## config.mk

```make
export PLATFORM = sky130hd
export DESIGN_NAME = lpc_io_host
export DESIGN_NICKNAME = d
export VERILOG_FILES = /design/src/rtl/lpc_io_host.sv
export SDC_FILE = /design/constraint.sdc
export NUM_CORES = 1
export LEC_CHECK = 0
export BUFFER_PORTS_ARGS = -buffer_cell sky130_fd_sc_hd__buf_4
export CORE_ASPECT_RATIO = 0.5
export CORE_MARGIN = 1
export CORE_UTILIZATION = 50
export DETAILED_ROUTE_END_ITERATION = 10
export PLACE_DENSITY = 0.75
export RECOVER_POWER = 100
export SYNTH_ARGS = -nofsm -noshare
export SYNTH_HDL_FRONTEND = slang
export SYNTH_SLANG_ARGS = --single-unit
```

## constraint.sdc

```tcl
create_clock -name lclk -period 2.6 [get_ports lclk]
set_input_delay 0.65 -clock lclk [delete_from_list [all_inputs] [get_ports lclk]]
set_output_delay 0.65 -clock lclk [all_outputs]
set_load 0.02 [all_outputs]
```

## src/rtl/lpc_io_host.sv

```systemverilog
`default_nettype none
// +----------------------------------------------------------------------------+
// | lpc_io_host : LPC host initiator for single-byte I/O read/write cycles.     |
// | Rev 1.0                                                                    |
// +----------------------------------------------------------------------------+
module lpc_io_host #(
  parameter int SYNC_TIMEOUT = 8,
  parameter int WAIT_MAX     = 1024
) (
  input  logic        lclk,
  input  logic        lreset_n,
  input  logic        req_valid,
  output logic        req_ready,
  input  logic        req_write,
  input  logic [15:0] req_addr,
  input  logic [7:0]  req_wdata,
  output logic        rsp_valid,
  output logic [7:0]  rsp_rdata,
  output logic [1:0]  rsp_err,
  output logic        lframe_n,
  output logic [3:0]  lad_out,
  output logic        lad_oe,
  input  logic [3:0]  lad_in
);

  localparam int c_WAIT_W   = $clog2(WAIT_MAX + 1);
  localparam int c_NOSYNC_W = $clog2(SYNC_TIMEOUT + 1);
  localparam logic [c_WAIT_W-1:0]   c_WAIT_MAX   = c_WAIT_W'(WAIT_MAX);
  localparam logic [c_NOSYNC_W-1:0] c_SYNC_LIMIT = c_NOSYNC_W'(SYNC_TIMEOUT);

  typedef enum logic [3:0] {
    S_IDLE      = 4'd0,
    S_START     = 4'd1,
    S_CYCTYP    = 4'd2,
    S_ADDR      = 4'd3,
    S_WDATA     = 4'd4,
    S_TAR_H1    = 4'd5,
    S_TAR_H2    = 4'd6,
    S_SYNC      = 4'd7,
    S_RDATA     = 4'd8,
    S_TAR_P1    = 4'd9,
    S_TAR_P2    = 4'd10,
    S_ABORT     = 4'd11,
    S_ABORT_END = 4'd12,
    S_DONE      = 4'd13
  } state_t;

  state_t                  r_state, w_state_nx;
  logic [1:0]              r_nib, w_nib_nx;
  logic [c_WAIT_W-1:0]     r_wait_cnt, w_wait_nx, w_wait_inc;
  logic [c_NOSYNC_W-1:0]   r_nosync_cnt, w_nosync_nx, w_nosync_inc;
  logic                    r_err_flag, w_err_nx;
  logic                    r_write, w_write_nx;
  logic [15:0]             r_addr, w_addr_nx;
  logic [7:0]              r_wdata, w_wdata_nx;
  logic [7:0]              r_rbuf, w_rbuf_nx;
  logic                    w_rsp_valid_nx;
  logic [7:0]              w_rsp_rdata_nx;
  logic [1:0]              w_rsp_err_nx;
  logic                    w_lframe_n_nx, w_lad_oe_nx, w_req_ready_nx;
  logic [3:0]              w_lad_out_nx;

  assign w_wait_inc   = (r_wait_cnt == c_WAIT_MAX) ? r_wait_cnt : r_wait_cnt + c_WAIT_W'(1);
  assign w_nosync_inc = (r_nosync_cnt == c_SYNC_LIMIT) ? r_nosync_cnt
                                                        : r_nosync_cnt + c_NOSYNC_W'(1);

  always_ff @(posedge lclk or negedge lreset_n) begin
    if (!lreset_n) begin
      r_state      <= S_IDLE;
      r_nib        <= 2'd0;
      r_wait_cnt   <= '0;
      r_nosync_cnt <= '0;
      r_err_flag   <= 1'b0;
      r_write      <= 1'b0;
      r_addr       <= 16'h0000;
      r_wdata      <= 8'h00;
      r_rbuf       <= 8'h00;
      req_ready    <= 1'b1;
      rsp_valid    <= 1'b0;
      rsp_rdata    <= 8'h00;
      rsp_err      <= 2'b00;
      lframe_n     <= 1'b1;
      lad_out      <= 4'hF;
      lad_oe       <= 1'b0;
    end else begin
      r_state      <= w_state_nx;
      r_nib        <= w_nib_nx;
      r_wait_cnt   <= w_wait_nx;
      r_nosync_cnt <= w_nosync_nx;
      r_err_flag   <= w_err_nx;
      r_write      <= w_write_nx;
      r_addr       <= w_addr_nx;
      r_wdata      <= w_wdata_nx;
      r_rbuf       <= w_rbuf_nx;
      req_ready    <= w_req_ready_nx;
      rsp_valid    <= w_rsp_valid_nx;
      rsp_rdata    <= w_rsp_rdata_nx;
      rsp_err      <= w_rsp_err_nx;
      lframe_n     <= w_lframe_n_nx;
      lad_out      <= w_lad_out_nx;
      lad_oe       <= w_lad_oe_nx;
    end
  end

  always_comb begin
    w_state_nx     = r_state;
    w_nib_nx       = r_nib;
    w_wait_nx      = r_wait_cnt;
    w_nosync_nx    = r_nosync_cnt;
    w_err_nx       = r_err_flag;
    w_write_nx     = r_write;
    w_addr_nx      = r_addr;
    w_wdata_nx     = r_wdata;
    w_rbuf_nx      = r_rbuf;
    w_rsp_valid_nx = 1'b0;
    w_rsp_rdata_nx = rsp_rdata;
    w_rsp_err_nx   = rsp_err;

    unique case (r_state)
      S_IDLE: begin
        if (req_valid) begin
          w_write_nx  = req_write;
          w_addr_nx   = req_addr;
          w_wdata_nx  = req_wdata;
          w_wait_nx   = '0;
          w_nosync_nx = '0;
          w_err_nx    = 1'b0;
          w_state_nx  = S_START;
        end
      end
      S_START:  w_state_nx = S_CYCTYP;
      S_CYCTYP: begin
        w_state_nx = S_ADDR;
        w_nib_nx   = 2'd0;
      end
      S_ADDR: begin
        if (r_nib == 2'd3) begin
          w_state_nx = r_write ? S_WDATA : S_TAR_H1;
          w_nib_nx   = 2'd0;
        end else begin
          w_nib_nx = r_nib + 2'd1;
        end
      end
      S_WDATA: begin
        if (r_nib == 2'd1) w_state_nx = S_TAR_H1;
        else               w_nib_nx   = r_nib + 2'd1;
      end
      S_TAR_H1: w_state_nx = S_TAR_H2;
      S_TAR_H2: w_state_nx = S_SYNC;
      S_SYNC: begin
        // 1010 marks an error but the data phase still runs to completion
        if (lad_in == 4'b0000 || lad_in == 4'b1010) begin
          if (lad_in == 4'b1010) w_err_nx = 1'b1;
          w_state_nx = r_write ? S_TAR_P1 : S_RDATA;
          w_nib_nx   = 2'd0;
        end else if (lad_in == 4'b0101 || lad_in == 4'b0110) begin
          w_wait_nx   = w_wait_inc;
          w_nosync_nx = '0;
          if (w_wait_inc == c_WAIT_MAX) begin
            w_state_nx = S_ABORT;
            w_nib_nx   = 2'd0;
          end
        end else begin
          w_nosync_nx = w_nosync_inc;
          if (w_nosync_inc == c_SYNC_LIMIT) begin
            w_state_nx = S_ABORT;
            w_nib_nx   = 2'd0;
          end
        end
      end
      S_RDATA: begin
        if (r_nib == 2'd0) begin
          w_rbuf_nx[3:0] = lad_in;
          w_nib_nx       = 2'd1;
        end else begin
          w_rbuf_nx[7:4] = lad_in;
          w_state_nx     = S_TAR_P1;
        end
      end
      S_TAR_P1: w_state_nx = S_TAR_P2;
      S_TAR_P2: begin
        w_state_nx     = S_DONE;
        w_rsp_valid_nx = 1'b1;
        w_rsp_err_nx   = r_err_flag ? 2'b10 : 2'b00;
        if (!r_write) w_rsp_rdata_nx = r_rbuf;
      end
      S_ABORT: begin
        if (r_nib == 2'd3) w_state_nx = S_ABORT_END;
        else               w_nib_nx   = r_nib + 2'd1;
      end
      S_ABORT_END: begin
        w_state_nx     = S_DONE;
        w_rsp_valid_nx = 1'b1;
        w_rsp_err_nx   = 2'b01;
      end
      S_DONE:  w_state_nx = S_IDLE;
      default: w_state_nx = S_IDLE;
    endcase
  end

  // Pin values are derived from the next state so every output is a flop.
  always_comb begin
    w_lframe_n_nx  = 1'b1;
    w_lad_oe_nx    = 1'b0;
    w_lad_out_nx   = 4'hF;
    w_req_ready_nx = (w_state_nx == S_IDLE);
    unique case (w_state_nx)
      S_START: begin
        w_lframe_n_nx = 1'b0;
        w_lad_oe_nx   = 1'b1;
        w_lad_out_nx  = 4'h0;
      end
      S_CYCTYP: begin
        w_lad_oe_nx  = 1'b1;
        w_lad_out_nx = {2'b00, w_write_nx, 1'b0};
      end
      S_ADDR: begin
        w_lad_oe_nx  = 1'b1;
        w_lad_out_nx = w_addr_nx[{~w_nib_nx, 2'b00} +: 4];
      end
      S_WDATA: begin
        w_lad_oe_nx  = 1'b1;
        w_lad_out_nx = w_wdata_nx[{w_nib_nx[0], 2'b00} +: 4];
      end
      S_TAR_H1: w_lad_oe_nx = 1'b1;
      S_ABORT: begin
        w_lframe_n_nx = 1'b0;
        w_lad_oe_nx   = 1'b1;
      end
      default: ;
    endcase
  end

endmodule
`default_nettype wire

```

==> results.cfg <==
[synth]
async_flop_share = 1.000
yosys_warnings = 0
avgSynthCellArea_um2 = 9.380
synth_area_leader_cell = dfrtp_1
synthTopCellsByArea = dfrtp_1, nand2_1, mux2_2
synth_area_um2 = 4118
syn_inst = 439
ys_ff_latch = 73
synth_nets = 480
synth_top_area_frac = 0.4072
synth-main-ff-cell = dfrtp_1
synth.distinct_cells = 65
yosysSeqAreaShare = 0.4455
synth_edf_count = 0

[clocking]
clkLatencyLatePin_ns = 0.34
clock-sinks = 73
postCtsHoldBufs = 0
cts_tree = built
numCtsBuffers = 9
clock_path_buffers = 2
h-tree-depth = 3
cts.reportedPaths.clkPinSlew_ns = 0.06
clockRootBuffer = clkbuf_16

[worst_setup_path]
cp.arrival_ns = 2.87
crit_type = reg2reg
worstPathMaxFanout = 6
cp-start-kind = register
cp.required_ns = 2.84
cpPeakStageDelay_ns = 0.45
cp_slowest_cell = dfrtp_2
cp_num_buf_inv = 2
crit_chain = inv_2, ha_1, nor4b_4, nand3_2, a2111oi_4, o2111ai_4, buf_4, a31o_2, nor3b_1, o32ai_1
regToRegSetupSlack_ns = -0.03
endpoint_kind = register
crit_family = compound AO/OA/AOI/OAI gates

[outcome]
status = finished with violations
violations = max-capacitance violations, max-slew violations, negative setup slack

[sta]
fin_ws_ns = -0.03047
tns_ns = -0.04006
finalCritPeriodShare = 1.012
fmax_mhz = 380.2
finalCriticalPeriod_ns = 2.630
hold_viol = 0
slew_violations = 74
rsz0062_at_grt = yes
slew_headroom = -0.1570
setup_viol = 2
hold_ws_ns = 0.4767
tightest_slew_ns = 1.736
fin_skew_ns = 0.007862

[grt]
grt_pass1_wl_um = 16680
grt_max_degree = 74
first_global_vias = 3454
antenna_found_initial = 0
grt_usage = 0.2575
overflow = 0

[power]
p_leak_nw = 2.480
power_density_nw_per_um2 = 1037
power_mw = 5.429
peakVddDrop_v = 0.0006388

[floorplanning]
chipWidth_um = 130.3
dieHeight_um = 66.17
coreArea_um2 = 7652
ios = 50
dieArea_um2 = 8625
start_util = 0.5381
rows = 22

[cells_and_area]
final_nets = 577
final_area_um2 = 5235
drive_above_1_share = 0.2699
num_antenna_cells = 0
post-route-util = 0.6841
area_delta_synth_final_pct = 27.13

[route]
viasPerCell = 5.601
wirelength_um = 10220
drcViolationCount = 0
detail_route.wl_per_cell_um = 15.74
firstDrtPassIters = 5
ant_nets = 0
vias = 3635
drt_iter0_drc = 179

[placed_design]
dpl.hpwl_um = 7128
placed_cell_area_um2 = 4898
place.gp.congestion = 0.9305
portBuffers = 49

[worst_hold_path]
min_path_type = reg2reg

[job]
maxCapViolations = 1
## path summary, 6_finish.rpt
| check | start | end | cells past startpoint |
|---|---|---|---|
| max reg2reg | r_wait_cnt[0] | lad_out[3] | 10 |
| min in group asynchronous | lreset_n | r_addr[2] | 2 |
| max | r_wait_cnt[0] | lad_out[3] | 10 |
| min | r_addr[4] | r_addr[4] | 2 |
| max in group asynchronous | lreset_n | r_wait_cnt[0] | 2 |
| min reg2reg | r_addr[4] | r_addr[4] | 2 |
## layer usage
metal / wire [um] / track usage
met1: 4925 / 0.3660
met5: 0 / 0
met3: 637 / 0.05825
met4: 106 / 0.08908
met2: 4547 / 0.3870
## kinds of logic after synthesis
family	count (synthesis)	share of synthesized area
simple gates	195	0.2318
compound gates	90	0.1629
flops	73	0.4455
buf+inv	37	0.04315
mux	29	0.07657
fa+ha+maj	9	0.02735
xor+xnor	6	0.01276
## flip-flops by register name, indices dropped and copies added, names as in the netlist, 2 cells and up
register and count:
r_rbuf 8, r_nosync_cnt 4, rsp_rdata 8, r_wdata 8, r_state 4, r_addr 16, lad_out 4, r_nib 2
r_wait_cnt 11, rsp_err 2
## cell usage in the layout, fill, tap and decap left out, types with 4 or more instances in the layout
| cell | synthesis | layout |
|---|---|---|
| nor3_1 | 8 | 7 |
| and3_1 | 5 | 5 |
| nor3b_1 | 4 | 4 |
| clkbuf_16 | 0 | 9 |
| nand2_1 | 98 | 98 |
| o21ai_0 | 26 | 25 |
| buf_4 | 0 | 77 |
| nand2b_1 | 4 | 4 |
| ha_1 | 9 | 8 |
| a21oi_1 | 15 | 15 |
| inv_1 | 18 | 17 |
| xnor2_1 | 4 | 4 |
| nand3_1 | 12 | 12 |
| nand4_1 | 4 | 4 |
| o31ai_1 | 7 | 7 |
| dfstp_2 | 6 | 6 |
| mux2_2 | 19 | 18 |
| clkbuf_1 | 12 | 23 |
| dfrtp_1 | 67 | 64 |
| mux2i_1 | 9 | 9 |
| nor2_1 | 26 | 26 |
| nor2b_1 | 8 | 8 |
| o211ai_1 | 5 | 5 |
## power breakdown
part           switching, mW  leakage [nW]  internal, mW  total, mW
logic                   1.33          1.39          1.09       2.42
clock network          0.501         0.146         0.750       1.25
registers              0.236         0.943          1.52       1.75
## cell usage after synthesis (4+ instances only)
| master | n |
|---|---|
| dfstp_2 | 6 |
| o31ai_1 | 7 |
| nand4_1 | 4 |
| nor3_1 | 8 |
| nor3b_1 | 4 |
| nand2b_1 | 4 |
| a21oi_1 | 15 |
| xnor2_1 | 4 |
| nand2_1 | 98 |
| clkbuf_1 | 12 |
| inv_1 | 18 |
| nor4bb_1 | 4 |
| and3_1 | 5 |
| mux2_2 | 19 |
| nor2_1 | 26 |
| nor4_1 | 4 |
| ha_1 | 9 |
| nor2b_1 | 8 |
| dfrtp_1 | 67 |
| o21ai_0 | 26 |
| o211ai_1 | 5 |
| nand3_1 | 12 |
| mux2i_1 | 9 |
## repair_timing
action,CTS,global route
setup endpoints to repair,4,6
pin swaps,2,7
setup buffers,1,4
gates resized for setup,6,12
cloned,0,1
## worst register-to-register path, stage by stage, from the launching register on
cell	delay [ns]
dfrtp_2	0.45
inv_2	0.07
ha_1	0.14
nor4b_4	0.25
nand3_2	0.15
a2111oi_4	0.36
o2111ai_4	0.24
buf_4	0.21
a31o_2	0.25
nor3b_1	0.16
o32ai_1	0.25
## metrics by stage
stage | std cells | worst slack (ns)
floorplan | 439 | 0.03782
global placement | 627 | -0.1170
detailed placement | 627 | -0.1329
CTS | 644 | 0.01551
global route | 649 | -0.1183
finish | 649 | -0.03047
## cell type report
| cell class | count | area [um^2] |
|---|---|---|
| clock buffers | 9 | 225.2 |
| clock inverters | 7 | 77.57 |
| fillers | 595 | 2417 |
| inverters | 18 | 67.56 |
| multi-input cells | 330 | 2183 |
| flip-flops and latches | 73 | 1838 |
| well taps | 108 | 135.1 |
| repair buffers | 104 | 708.2 |
(Power assumes the default switching activity.)
